==> src/rtl/uart_tx.sv <==
// rtl/uart_tx.sv - UART transmitter: start bit, DATA_BITS LSB-first, optional even parity, stop bit.
// Define UART_TX_PARITY_EN to insert the even-parity bit between the data bits and the stop bit.
module uart_tx #(
  parameter int CLKS_PER_BIT = 10,
  parameter int DATA_BITS    = 8
) (
  input  logic                 clk_i,
  input  logic                 rstn_i,
  input  logic                 tx_start_i,
  input  logic [DATA_BITS-1:0] tx_din_i,
  output logic                 tx_o,
  output logic                 tx_busy_o,
  output logic                 tx_done_tick_o
);

  localparam int IDX_W = (DATA_BITS > 1) ? $clog2(DATA_BITS) : 1;
  localparam logic [15:0]      BAUD_LAST = 16'(CLKS_PER_BIT - 1);
  localparam logic [IDX_W-1:0] IDX_LAST  = IDX_W'(DATA_BITS - 1);

  localparam logic [2:0] IDLE   = 3'd0;
  localparam logic [2:0] START  = 3'd1;
  localparam logic [2:0] DATA   = 3'd2;
`ifdef UART_TX_PARITY_EN
  localparam logic [2:0] PARITY = 3'd3;
`endif
  localparam logic [2:0] STOP   = 3'd4;

  logic [2:0]           state_q, state_d;
  logic [15:0]          baud_q, baud_d;
  logic [IDX_W-1:0]     idx_q, idx_d;
  logic [DATA_BITS-1:0] shift_q, shift_d;
  logic                 tx_q, tx_d;
  logic                 busy_q, busy_d;
  logic                 done_q, done_d;
  logic                 bit_end;
`ifdef UART_TX_PARITY_EN
  logic                 parity_q, parity_d;
`endif

  assign bit_end = (baud_q == BAUD_LAST);

  // tx_d is the level of the bit being entered, so tx_o flips on the same edge as the state.
  always_comb begin
    state_d = state_q;
    baud_d  = baud_q;
    idx_d   = idx_q;
    shift_d = shift_q;
    tx_d    = tx_q;
`ifdef UART_TX_PARITY_EN
    parity_d = parity_q;
`endif
    case (state_q)
      IDLE: begin
        tx_d   = 1'b1;
        baud_d = 16'd0;
        idx_d  = '0;
        if (tx_start_i) begin
          state_d = START;
          shift_d = tx_din_i;
          tx_d    = 1'b0;
`ifdef UART_TX_PARITY_EN
          parity_d = ^tx_din_i;
`endif
        end
      end
      START: begin
        if (bit_end) begin
          baud_d  = 16'd0;
          state_d = DATA;
          tx_d    = shift_q[0];
        end else begin
          baud_d = baud_q + 16'd1;
        end
      end
      DATA: begin
        if (bit_end) begin
          baud_d = 16'd0;
          if (idx_q == IDX_LAST) begin
            idx_d = '0;
`ifdef UART_TX_PARITY_EN
            state_d = PARITY;
            tx_d    = parity_q;
`else
            state_d = STOP;
            tx_d    = 1'b1;
`endif
          end else begin
            idx_d   = idx_q + IDX_W'(1);
            shift_d = {1'b0, shift_q[DATA_BITS-1:1]};
            tx_d    = shift_q[1];
          end
        end else begin
          baud_d = baud_q + 16'd1;
        end
      end
`ifdef UART_TX_PARITY_EN
      PARITY: begin
        if (bit_end) begin
          baud_d  = 16'd0;
          state_d = STOP;
          tx_d    = 1'b1;
        end else begin
          baud_d = baud_q + 16'd1;
        end
      end
`endif
      STOP: begin
        tx_d = 1'b1;
        if (bit_end) begin
          baud_d  = 16'd0;
          state_d = IDLE;
        end else begin
          baud_d = baud_q + 16'd1;
        end
      end
      default: begin
        state_d = IDLE;
        baud_d  = 16'd0;
        idx_d   = '0;
        tx_d    = 1'b1;
      end
    endcase
  end

  // Done is registered: it rises on the edge that enters the last STOP cycle.
  assign done_d = (state_d == STOP) && (baud_d == BAUD_LAST);
  assign busy_d = (state_d != IDLE);

  always_ff @(posedge clk_i) begin
    if (!rstn_i) begin
      state_q <= IDLE;
      baud_q  <= 16'd0;
      idx_q   <= '0;
      shift_q <= '0;
      tx_q    <= 1'b1;
      busy_q  <= 1'b0;
      done_q  <= 1'b0;
`ifdef UART_TX_PARITY_EN
      parity_q <= 1'b0;
`endif
    end else begin
      state_q <= state_d;
      baud_q  <= baud_d;
      idx_q   <= idx_d;
      shift_q <= shift_d;
      tx_q    <= tx_d;
      busy_q  <= busy_d;
      done_q  <= done_d;
`ifdef UART_TX_PARITY_EN
      parity_q <= parity_d;
`endif
    end
  end

  assign tx_o           = tx_q;
  assign tx_busy_o      = busy_q;
  assign tx_done_tick_o = done_q;

endmodule

==> config.mk <==
export PLATFORM = sky130hd
export DESIGN_NAME = uart_tx
export DESIGN_NICKNAME = d
export VERILOG_FILES = /design/src/rtl/uart_tx.sv
export SDC_FILE = /design/constraint.sdc
export NUM_CORES = 1
export LEC_CHECK = 0
export ABC_AREA = 1
export CORE_MARGIN = 3
export CORE_UTILIZATION = 55
export DETAILED_ROUTE_END_ITERATION = 8
export PLACE_DENSITY = 0.76
export SLEW_MARGIN = 20
export SYNTH_ARGS = -nofsm -noshare
export SYNTH_HDL_FRONTEND = slang
export SYNTH_SLANG_ARGS = --single-unit
export TNS_END_PERCENT = 5
==> constraint.sdc <==
create_clock -name clk_i -period 2 [get_ports clk_i]
set_input_delay 0.2 -clock clk_i [delete_from_list [all_inputs] [get_ports clk_i]]
set_output_delay 0.2 -clock clk_i [all_outputs]
set_load 0.01 [all_outputs]
# == Yosys cells after proc, flatten, opt, wreduce, memory -nomap -nowiden ==
# Index checks and enable logic that the tools add are counted.
# word_totals
reg_bits,33
in_bits,11
# op_classes
add_sub_neg,2
eq_ne,11
muxes,20
n_bitwise,1
reduce_logical,9
# op_table
operator,n
"16-bit by 4-bit == test with 1-bit output, second input constant",2
16-bit 2-to-1 mux,2
8-bit 2-to-1 mux,3
3-bit 2-to-1 mux,7
"16-bit by 1-bit adder with 16-bit output, second input constant",1
8-bit one-hot mux with 2 select lines,1
3-bit one-hot mux with 4 select lines,1
"3-bit == test, second input constant",3
"2-bit != test, second input constant",4
3-bit one-hot mux with 2 select lines,1
1-bit 2-to-1 mux,4
2-bit AND reduction,2
4-bit AND reduction,1
"3-bit by 1-bit adder with 3-bit output, second input constant",1
"3-bit by 1-bit == test with 1-bit output, second input constant",1
"3-bit by 2-bit == test with 1-bit output, second input constant",1
3-bit zero test,1
1-bit one-hot mux with 3 select lines,1
3-bit nonzero test,1
3-bit OR reduction,1
2-bit nonzero test,1
2-bit OR reduction,1
1-bit logical AND,1
1-bit inverter,1

# == Depth between registers and ports, before layout ==
# logic_depth
word_depth,6
ltp_mapped,13
depth_no_buf,13

# == Least setup slack after synthesis ==
# OpenSTA, ideal clock, no wires.
# synth_timing
kind,register -> register
startpoint,register baud_q[0]
endpoint,register shift_q[5]
setup_time_ps,116
arrival_ps,1360
path_slack_ps,524
stages_incl_launch_ff,12
path_buffers,1
synth_period_minus_slack_ps,1476
path_cell_list,dfxtp_1 -> ha_1 -> inv_1 -> nor2_1 -> nand2_1 -> nor2_1 -> nand2_2 -> nand2_4 -> nand2_4 -> buf_6 -> o21ai_1 -> a21oi_1
# synth_between
elab_chain_cells,3
# synth_rtl
element,line_no,source
start: declaration,29,"logic [15:0] baud_q, baud_d;"
start signal: assignment,143,baud_q <= baud_d;
16-bit by 4-bit == test with 1-bit output,40,assign bit_end = (baud_q == BAUD_LAST);
2-bit != test (no line),-,
4-bit AND reduction (no line),-,
end signal: assignment,145,shift_q <= shift_d;
end: declaration,31,"logic [DATA_BITS-1:0] shift_q, shift_d;"
# Every way passes these cells.
# A chain may end at the register's enable or synchronous reset.

# == Final worst setup path ==
# layout_timing
startpoint,register baud_q[0]
endpoint,register done_q (netlist: tx_done_tick_o)
# layout_between
elab_chain_cells,5
# layout_rtl
element,line_no,source
16-bit by 1-bit adder with 16-bit output / 16-bit by 4-bit == test with 1-bit output (equally long branches),-,
16-bit 2-to-1 mux (tied with other cells),"67, 76, 109",
16-bit 2-to-1 mux / 3-bit one-hot mux with 4 select lines (equally long branches),-,
16-bit by 4-bit == test with 1-bit output / 3-bit == test (equally long branches),126,assign done_d = (state_d == STOP) && (baud_d == BAUD_LAST);
1-bit logical AND (*),126,
end signal: assignment,148,done_q <= done_d;
end: declaration,34,"logic done_q, done_d;"
# Mark *: on every way between the ends. The rest lies on a longest branch, timed or not.

==> metrics.md <==
| Metric | Value |
|---|---|
| Status | completed |
| GR peak layer | met2 |
| Antenna violations before repair | 0 |
| Initial DRC count | 95 |
| Tmin final | 1.675 ns |
| Commonest non-fill, non-tap cell in the layout | nand2_1 |
| GR Util met3 | 6.595% |
| Global Route met2 Usage | 31.55% |
| IO buf count | 13 |
| Kind of critical path | reg -> reg |
| Row cnt | 20 |
| Diodes inserted | 0 |
| Total Wirelength | 3.781 mm |
| Pre-antenna DRT Iters | 4 |
| CP Launch Type | flip-flop |
| Final clock skew | 0.006910 ns |
| Post-synth top area share | 36.14% |
| Fillers | 294 |
| Vias in the first global route | 1544 |
| Worst EP arrival | 1.96 ns |
| Worst skew pair latency | 0.33 ns |
| Pre-CTS WS | 0.3500 ns |
| Max Fclk | 596.9 MHz |
| Final worst-path cycle share | 83.77% |
| Die outline width | 63.65 um |
| Wirelength per Cell | 11.35 um |
| Hold_sp | tx_din_i[7] |
| Reg2reg end | tx_done_tick_o |
| Yosys reg bits | 33 |
| Worst-path clk slew | 0.10 ns |
| Worst-case reg-to-reg path depth | 11 |
| Ys Warns | 0 |
| TritonCTS Buffers | 5 |
| Total gr overflow | 0 |
| Met1 Resource Use GR | 28.21% |
| Max-slew violation count | 0 |
| Post-CTS Setup Inserts | 0 |
| Worst Path Max Fanout | 9 |
| Post-route ant nets | 0 |
| Area grow syn2layout | 13.42% |
| Final Power | 1.261 mW |
| Critical Path RT | 2.28 ns |
| Chip height | 63.65 um |
| Max_cap viols | 0 |
| DIE AREA | 4051 sq um |
| Vias/cell | 5.057 |
| Final WS setup | 0.3246 ns |
| Final setup fails | 0 |
| Placer Congestion | 0.8751 |
| Most frequent cells in the layout | nand2_1 (68), nor2_1 (45), dfxtp_1 (33), inv_1 (27), nand3_1 (22) |
| CTS Hold Buffers Added | 0 |
| RSZ-0062 raised after global routing | no |
| First-pass GRT wire length | 6.734 mm |
| Syn Inst Count | 270 |
| CTS tree | built |
| Reg2Reg Setup Slack | 0.32 ns |
| WHS Endpoint | shift_q[7] |
| Final #Nets | 303 |
| DP HPWL | 2.849 mm |
| Root buf cell | clkbuf_4 |
| DRC viols | 0 |
| I/O pins | 14 |
| Bufs on Longest Clock Path | 2 |
| Worst Setup End Kind | flip-flop |
| Hold Path Class | in -> reg |
| H-tree levels | 2 |
| Final Hold Viols | 0 |
| Hold path depth | 3 |
| Syn_area_per_cell | 6.770 sq um |
| Gr usage total | 21.18% |
| Syn Nets | 285 |
| Core area | 3103 sq um |
| Cts repair resizes | 0 |
| Utilization of the core after routing | 66.81% |
| Synth area leader | dfxtp_1 |
| Via count | 1684 |
| Worst Tran Pin Value | 0.2585 ns |
| Slew margin rel. | 82.75% |
| Synth unique cells | 27 |
| Pwr Density | 608.1 nW/um^2 |
| Layout cells sized above 1 | 11.07% |
| Register area share after synthesis | 36.14% |
| LEAKAGE | 0.8731 nW |
| Setup TNS | 0 ns |
| Largest net degree at the start of global routing | 16 |
| Largest cells by area after synthesis | dfxtp_1 (36%), nand2_1 (14%), nor2_1 (9.2%), nand3_1 (6.0%), inv_1 (5.5%) |
| Post-synthesis cell area | 1828 sq um |
| R2R Path Start | baud_q[0] |
| Maximum vdd drop | 0.0004801 V |
| CTS Sinks | 33 |
| Initial Util | 58.91% |
[worst max-delay path: stages (launching register included)]
cell      delay, ns
dfxtp_1        0.43
ha_1           0.19
inv_1          0.04
nor2_1         0.08
nand2_1        0.07
nor2_1         0.11
nand2_2        0.15
nand2_4        0.16
o211ai_1       0.14
nor2_1         0.13
nand2_1        0.05
nor2_1         0.07
[flip-flops by register name, indices dropped and copies added, names as in the netlist]
register        cells
tx_o                1
state_q             3
baud_q             16
tx_done_tick_o      1
idx_q               3
shift_q             8
tx_busy_o           1
[cells in the mapped netlist]
cell type	instances
nand2_4	2
dfxtp_1	33
nor2_4	3
nand3_1	22
nor2_1	45
nand3_2	5
xor2_1	2
nand3b_1	2
o21bai_1	5
inv_1	27
o21ai_1	2
nand2_2	7
nand3_4	1
clkbuf_1	1
xnor2_1	1
inv_4	1
a21oi_1	16
o21ai_0	7
inv_2	1
buf_6	1
ha_1	4
o211ai_1	3
nor3_1	3
nor2_2	2
nand2_1	68
buf_2	2
nand4_1	4
[stage by stage]
stage | hold slack (ns) | instance area, sq um | std cells
after floorplan | 0.3566 | 1828 | 270
after global placement | 0.4343 | 2003 | 325
after detailed placement | 0.4386 | 2003 | 325
after CTS | 0.4382 | 2073 | 333
after global routing | 0.4673 | 2073 | 333
final | 0.4463 | 2073 | 333
[how the worst max path moves through the flow]
stage                    from  cells past startpoint              to
floorplan           baud_q[0]                     11      shift_q[5]
global placement    baud_q[0]                     11  tx_done_tick_o
detailed placement  baud_q[0]                     11  tx_done_tick_o
CTS                 baud_q[0]                     11  tx_done_tick_o
global route        baud_q[0]                     10        idx_q[0]
finish              baud_q[0]                     11  tx_done_tick_o
[routing by layer]
metal	part of all wire, %	up-vias	wire (um)
li1	-	903	-
met2	43	32	1624
met5	0	-	0
met1	52	745	1966
met3	4.1	4	155
met4	0.90	0	34
[kinds of logic (layout without fill, tap and decap cells)]
| logic type | after synthesis | in the layout | synth area share, % |
|---|---|---|---|
| AO/OA/AOI/OAI | 33 | 33 | 10.13 |
| buffers and inverters | 33 | 52 | 7.461 |
| XOR/XNOR | 3 | 3 | 1.438 |
| flip-flops | 33 | 33 | 36.14 |
| AND/OR/NAND/NOR | 164 | 164 | 42.09 |
| adder cells (fa/ha/maj) | 4 | 4 | 2.738 |
[where the power goes]
part	total, mW	internal (mW)	switching, mW
sequential	0.690	0.680	0.00979
combinational	0.136	0.0607	0.0757
clock	0.434	0.204	0.231
total	1.26	0.945	0.316
[cell type report]
class	instances	area [sq um]	area share, %
Inverter	29	111.4	5.371
Clock buffer	7	65.06	3.138
Tap cell	44	55.05	2.655
Multi-Input combinational cell	204	1031	49.73
Sequential cell	33	660.6	31.86
Clock inverter	1	5.005	0.2414
Timing Repair Buffer	15	145.1	7.001
(Power assumes the default switching activity.)
